===== src/rtl/alu_sequencer.sv =====
// alu_sequencer: multi-cycle ALU control sequencer.
// Accepts an opcode through a start/ready handshake, drives one one-hot ALU
// operation line for the operation's cycle count, then captures Chigh/Clow
// into the Z pair and pulses done.
// Optional feature macro: ALU_SEQ_DIVZERO_EN (trap DIV with a zero B operand).
module alu_sequencer #(
  parameter int unsigned MUL_CYCLES = 2,
  parameter int unsigned DIV_CYCLES = 33
) (
  input  logic        clock,
  input  logic        clear,
  input  logic        start,
  input  logic [4:0]  opcode,
  input  logic        b_zero,
  input  logic [31:0] Chigh_in,
  input  logic [31:0] Clow_in,
  output logic        ready,
  output logic        busy,
  output logic        done,
  output logic        err,
  output logic        ADD,
  output logic        SUB,
  output logic        MUL,
  output logic        DIV,
  output logic        AND,
  output logic        OR,
  output logic        SHR,
  output logic        SHRA,
  output logic        SHL,
  output logic        ROR,
  output logic        ROL,
  output logic        NEG,
  output logic        NOT,
  output logic        IncPC,
  output logic [31:0] Zhigh,
  output logic [31:0] Zlow
);

  localparam int unsigned CNT_W   = 6;
  localparam int unsigned DATA_W  = 32;
  localparam int unsigned NUM_OPS = 14;

  localparam int unsigned OP_ADD   = 0;
  localparam int unsigned OP_SUB   = 1;
  localparam int unsigned OP_MUL   = 2;
  localparam int unsigned OP_DIV   = 3;
  localparam int unsigned OP_AND   = 4;
  localparam int unsigned OP_OR    = 5;
  localparam int unsigned OP_SHR   = 6;
  localparam int unsigned OP_SHRA  = 7;
  localparam int unsigned OP_SHL   = 8;
  localparam int unsigned OP_ROR   = 9;
  localparam int unsigned OP_ROL   = 10;
  localparam int unsigned OP_NEG   = 11;
  localparam int unsigned OP_NOT   = 12;
  localparam int unsigned OP_INCPC = 13;

  localparam logic [CNT_W-1:0] MUL_LOAD = CNT_W'(MUL_CYCLES - 1);
  localparam logic [CNT_W-1:0] DIV_LOAD = CNT_W'(DIV_CYCLES - 1);

  typedef enum logic [1:0] {
    IDLE = 2'd0,
    EXEC = 2'd1,
    DONE = 2'd2
  } state_t;

  state_t              state_q, state_d;
  logic [CNT_W-1:0]    cnt_q, cnt_d;
  logic [NUM_OPS-1:0]  op_q, op_d;
  logic [DATA_W-1:0]   zhigh_q, zhigh_d;
  logic [DATA_W-1:0]   zlow_q, zlow_d;
  logic                ready_q, ready_d;
  logic                busy_q, busy_d;
  logic                done_q, done_d;
  logic                err_q, err_d;
  logic [NUM_OPS-1:0]  dec_c;
  logic                divz_c;

  // Opcode to one-hot operation line; all-zero means illegal.
  function automatic logic [NUM_OPS-1:0] decode(input logic [4:0] code);
    logic [NUM_OPS-1:0] oh;
    oh = '0;
    case (code)
      5'b00011: oh[OP_ADD]   = 1'b1;
      5'b00100: oh[OP_SUB]   = 1'b1;
      5'b00101: oh[OP_SHR]   = 1'b1;
      5'b00110: oh[OP_SHRA]  = 1'b1;
      5'b00111: oh[OP_SHL]   = 1'b1;
      5'b01000: oh[OP_ROR]   = 1'b1;
      5'b01001: oh[OP_ROL]   = 1'b1;
      5'b01010: oh[OP_AND]   = 1'b1;
      5'b01011: oh[OP_OR]    = 1'b1;
      5'b01111: oh[OP_MUL]   = 1'b1;
      5'b10000: oh[OP_DIV]   = 1'b1;
      5'b10001: oh[OP_NEG]   = 1'b1;
      5'b10010: oh[OP_NOT]   = 1'b1;
      5'b11111: oh[OP_INCPC] = 1'b1;
      default:  oh = '0;
    endcase
    return oh;
  endfunction

`ifdef ALU_SEQ_DIVZERO_EN
  assign divz_c = b_zero;
`else
  logic unused_b_zero;
  assign unused_b_zero = b_zero;
  assign divz_c        = 1'b0;
`endif

  // Next-state, counter, result capture and next registered outputs.
  always_comb begin
    dec_c   = decode(opcode);
    state_d = state_q;
    cnt_d   = cnt_q;
    op_d    = op_q;
    zhigh_d = zhigh_q;
    zlow_d  = zlow_q;
    err_d   = 1'b0;
    case (state_q)
      IDLE: begin
        if (start) begin
          if ((dec_c != '0) && !(dec_c[OP_DIV] && divz_c)) begin
            state_d = EXEC;
            op_d    = dec_c;
            if (dec_c[OP_MUL])      cnt_d = MUL_LOAD;
            else if (dec_c[OP_DIV]) cnt_d = DIV_LOAD;
            else                    cnt_d = '0;
          end else begin
            state_d = DONE;
            err_d   = 1'b1;
          end
        end
      end
      EXEC: begin
        if (cnt_q == '0) begin
          state_d = DONE;
          op_d    = '0;
          zlow_d  = Clow_in;
          if (op_q[OP_MUL] || op_q[OP_DIV]) zhigh_d = Chigh_in;
        end else begin
          cnt_d = cnt_q - CNT_W'(1);
        end
      end
      DONE:    state_d = IDLE;
      default: begin
        state_d = IDLE;
        op_d    = '0;
      end
    endcase
    ready_d = (state_d == IDLE);
    busy_d  = (state_d == EXEC);
    done_d  = (state_d == DONE);
  end

  // State and output registers; clear forces the idle/reset view at once.
  always_ff @(posedge clock or negedge clear) begin
    if (!clear) begin
      state_q <= IDLE;
      cnt_q   <= '0;
      op_q    <= '0;
      zhigh_q <= '0;
      zlow_q  <= '0;
      ready_q <= 1'b1;
      busy_q  <= 1'b0;
      done_q  <= 1'b0;
      err_q   <= 1'b0;
    end else begin
      state_q <= state_d;
      cnt_q   <= cnt_d;
      op_q    <= op_d;
      zhigh_q <= zhigh_d;
      zlow_q  <= zlow_d;
      ready_q <= ready_d;
      busy_q  <= busy_d;
      done_q  <= done_d;
      err_q   <= err_d;
    end
  end

  assign ready = ready_q;
  assign busy  = busy_q;
  assign done  = done_q;
  assign err   = err_q;
  assign Zhigh = zhigh_q;
  assign Zlow  = zlow_q;
  assign ADD   = op_q[OP_ADD];
  assign SUB   = op_q[OP_SUB];
  assign MUL   = op_q[OP_MUL];
  assign DIV   = op_q[OP_DIV];
  assign AND   = op_q[OP_AND];
  assign OR    = op_q[OP_OR];
  assign SHR   = op_q[OP_SHR];
  assign SHRA  = op_q[OP_SHRA];
  assign SHL   = op_q[OP_SHL];
  assign ROR   = op_q[OP_ROR];
  assign ROL   = op_q[OP_ROL];
  assign NEG   = op_q[OP_NEG];
  assign NOT   = op_q[OP_NOT];
  assign IncPC = op_q[OP_INCPC];

endmodule


===== config.mk =====
export PLATFORM = sky130hd
export DESIGN_NAME = alu_sequencer
export DESIGN_NICKNAME = d
export VERILOG_FILES = /design/src/rtl/alu_sequencer.sv
export SDC_FILE = /design/constraint.sdc
export NUM_CORES = 1
export LEC_CHECK = 0
export ABC_AREA = 1
export BUFFER_PORTS_ARGS = -buffer_cell sky130_fd_sc_hd__buf_2
export CAP_MARGIN = 20
export CORE_ASPECT_RATIO = 0.8
export CORE_MARGIN = 5
export CORE_UTILIZATION = 52
export CTS_CLUSTER_SIZE = 8
export DETAILED_ROUTE_END_ITERATION = 7
export PLACE_DENSITY = 0.85
export SLEW_MARGIN = 10
export SYNTH_ARGS = -nofsm -noshare
export SYNTH_HDL_FRONTEND = slang
export SYNTH_SLANG_ARGS = --single-unit

===== constraint.sdc =====
create_clock -name clock -period 2.8 [get_ports clock]
set_clock_uncertainty 0.15 [all_clocks]
set_input_delay 0.56 -clock clock [delete_from_list [all_inputs] [get_ports clock]]
set_output_delay 0.56 -clock clock [all_outputs]
set_load 0.05 [all_outputs]

==> impl_metrics.toml <==
[clocking]
cts-htree-levels = 3
cts.clk_slew.worst_paths_ps = 90
cts-resized-gates = 0
clock_latency_ps = 360
post_cts_buffers = 0
cts-root-buf = "clkbuf_8"
cts_made_buffers = 9
clk_path_buf_depth = 2
clock-sinks = 90
tritoncts = "yes"
postCtsHoldBufs = 0

[sta]
period_minus_slack_ps = 2140
fmax_mhz = 467
worst_slack_ps = 658
relSlewSlack_pct = 63.3
timing.final.crit_share_pct = 76.5
grt_setup_unrepaired = "false"
drv_slew = 0
tightest_slew_ps = 551
final.setup.tns_ps = 0
finalSetupViolCount = 0
finalHoldViolations = 0

[global_route]
grt_max_degree = 47
grt_pass1_vias = 3342
grt_first_pass_wirelength_um = 15600
met2_usage_pct = 33.0
gr-max-usage-layer = "met2"
grt_use_total_pct = 20.9
antenna_found_initial = 0
met1_usage_pct = 27.7
globalRouteOverflowTotal = 0
use_met3_pct = 6.56

[yosys]
syn_nets = 537
ys_seq_elements = 90
yosys_warnings = 0
synthCells = 462
syn_avg_cell_area_um2 = 8.50
ys_seq_area_share_pct = 57.4
netlist_area_um2 = 3930
ys_types = 29

[worst_setup_path]
cp.required_ps = 2890
cp.arrival_ps = 2230
worst_path_most_repeated_cell = "nand2_1"
cp_max_fo = 34
crit_buf_inv = 3
crit_slowest_cell = "dfrtp_1"
endpoint_kind = "flip-flop"
cpPeakStageDelay_ps = 400
cp-start-kind = "flip-flop"
path_class = "flip-flop to flip-flop"
cp_top_family = "buffers and inverters"
crit_chain = "inv_1 -> ha_1 -> nand4_4 -> nor2_4 -> buf_4 -> inv_2 -> nand2_1 -> nand2_1"

[route]
drt_first_pass_iters = 4
vias_per_cell = 4.77
drc_errors = 0
wl_per_cell_um = 13.2
drt_iter0_markers = 217
ant_nets = 0
vias = 3452
wirelength_um = 9570

[finish]
insertedDiodeCount = 0
syn_to_final_growth_pct = 28.4
multiInputGateArea_um2 = 1410
nets = 689
fillCellCount = 603
layout_common_cells = "nand2_1 (190), buf_2 (152), dfrtp_1 (89), inv_1 (47), o21ai_1 (33)"
drive_above_1_share_pct = 31.3
final_common_cell = "nand2_1"
register_area_um2 = 2250

[run]
cap_violations = 0

[run_status]
status = "completed"

[floorplan]
initial_core_util_pct = 53.1
core.rowCount = 28
fp.dieArea_um2 = 9400
io_pins = 155
die_w_um = 107
die_h_um = 87.7
core_area_um2 = 7390

[placed_design]
place_congestion = 0.891
io_buffers = 153
place_hpwl_um = 7230
dp_slack_ps = 622

[power_and_ir_drop]
p_clk_share_pct = 15.4
vdd_drop_max_uv = 1060
pwr-share-comb_pct = 52.3
p_sw_share_pct = 52.2
power.density_nw_per_um2 = 1260
power_switching_mw = 3.32
p_int_mw = 3.04
pwr-share-seq_pct = 32.3
power.leakage_nw = 2.93

[hold_path]
hp-class = "input port to async pin"
==> through the flow <==
stage | hold WS [ps] | area [um^2] | utilization [%] | instances | total power [mW]
after global placement | 299 | 4790 | 64.8 | 707 | 5.33
final | 33.6 | 5040 | 68.2 | 724 | 6.37
after floorplan | 114 | 3930 | - | 462 | 4.62
after CTS | 36.5 | 5020 | 67.9 | 723 | 6.43
after global routing | 62.2 | 5040 | 68.2 | 724 | 6.76
after detailed placement | 304 | 4790 | 64.8 | 707 | 5.44
==> state kept, by name (all words and copies together) (netlist names) <==
name     cells
ready        1
err          1
op_q        14
busy         1
Zlow        32
state_q      2
cnt_q        6
done         1
Zhigh       32
==> area by class of cell <==
type / instances / area share [%]
clock inverters: 6 / 1.79
clock buffers: 10 / 2.73
inverters: 50 / 3.72
multi-input cells: 305 / 27.9
repair buffers: 158 / 16.6
well taps: 105 / 2.60
flip-flops and latches: 90 / 44.7
==> routing by layer <==
metal	vias to the layer above	part of all wire, %
met1	1551	44
met4	0	1.9
met5	-	0
li1	1745	-
met3	13	9.4
met2	143	45
==> kinds of logic (layout without fill, tap and decap cells) <==
kind of cell	after synthesis	count (layout)	share of synthesized area, %
flops	90	90	57.4
simple gates	262	262	29.4
fa+ha+maj	2	2	0.637
compound gates	41	41	5.61
buf+inv	67	224	7.04
==> cell usage after synthesis, drive strengths merged <==
master	instances	share of area, %
nand2	194	19
dfrtp	89	57
inv	49	4.7
o21ai	37	4.8
nor2	24	3.1
nand3	17	2.8
nand4	17	3.1
buf	10	1.5
clkbuf	7	0.76
nor3	7	0.89
a21oi	4	0.80
ha	2	0.64
or2	2	0.32
and3	1	0.16
clkinv	1	0.095
dfstp	1	0.67
==> path summary, 6_finish.rpt <==
check / slack [ps] / startpoint / endpoint / cells past startpoint
worst max register to register: 660 / cnt_q[0]$_DFFE_PN0P_ / Zlow[28]$_DFFE_PN0P_ / 8
max in group asynchronous: 1820 / clear / Zhigh[23]$_DFFE_PN0P_ / 2
worst min register to register: 320 / Zlow[10]$_DFFE_PN0P_ / Zlow[10]$_DFFE_PN0P_ / 2
min in group clock: 250 / Clow_in[17] / Zlow[17]$_DFFE_PN0P_ / 3
worst max-delay path: 660 / cnt_q[0]$_DFFE_PN0P_ / Zlow[28]$_DFFE_PN0P_ / 8
worst min-delay path: 30 / clear / Zhigh[3]$_DFFE_PN0P_ / 1
==> power by group through the flow <==
stage	registers [mW]	logic, mW	clock network, mW
6_report	2.05	3.33	0.980
5_1_grt	2.11	3.58	1.07
4_1_cts	2.05	3.36	1.01
3_5_place_dp	2.07	3.37	0
3_3_place_gp	2.04	3.29	0
2_1_floorplan	3.59	1.03	0
Note: power is estimated with default switching activity, not from simulation.
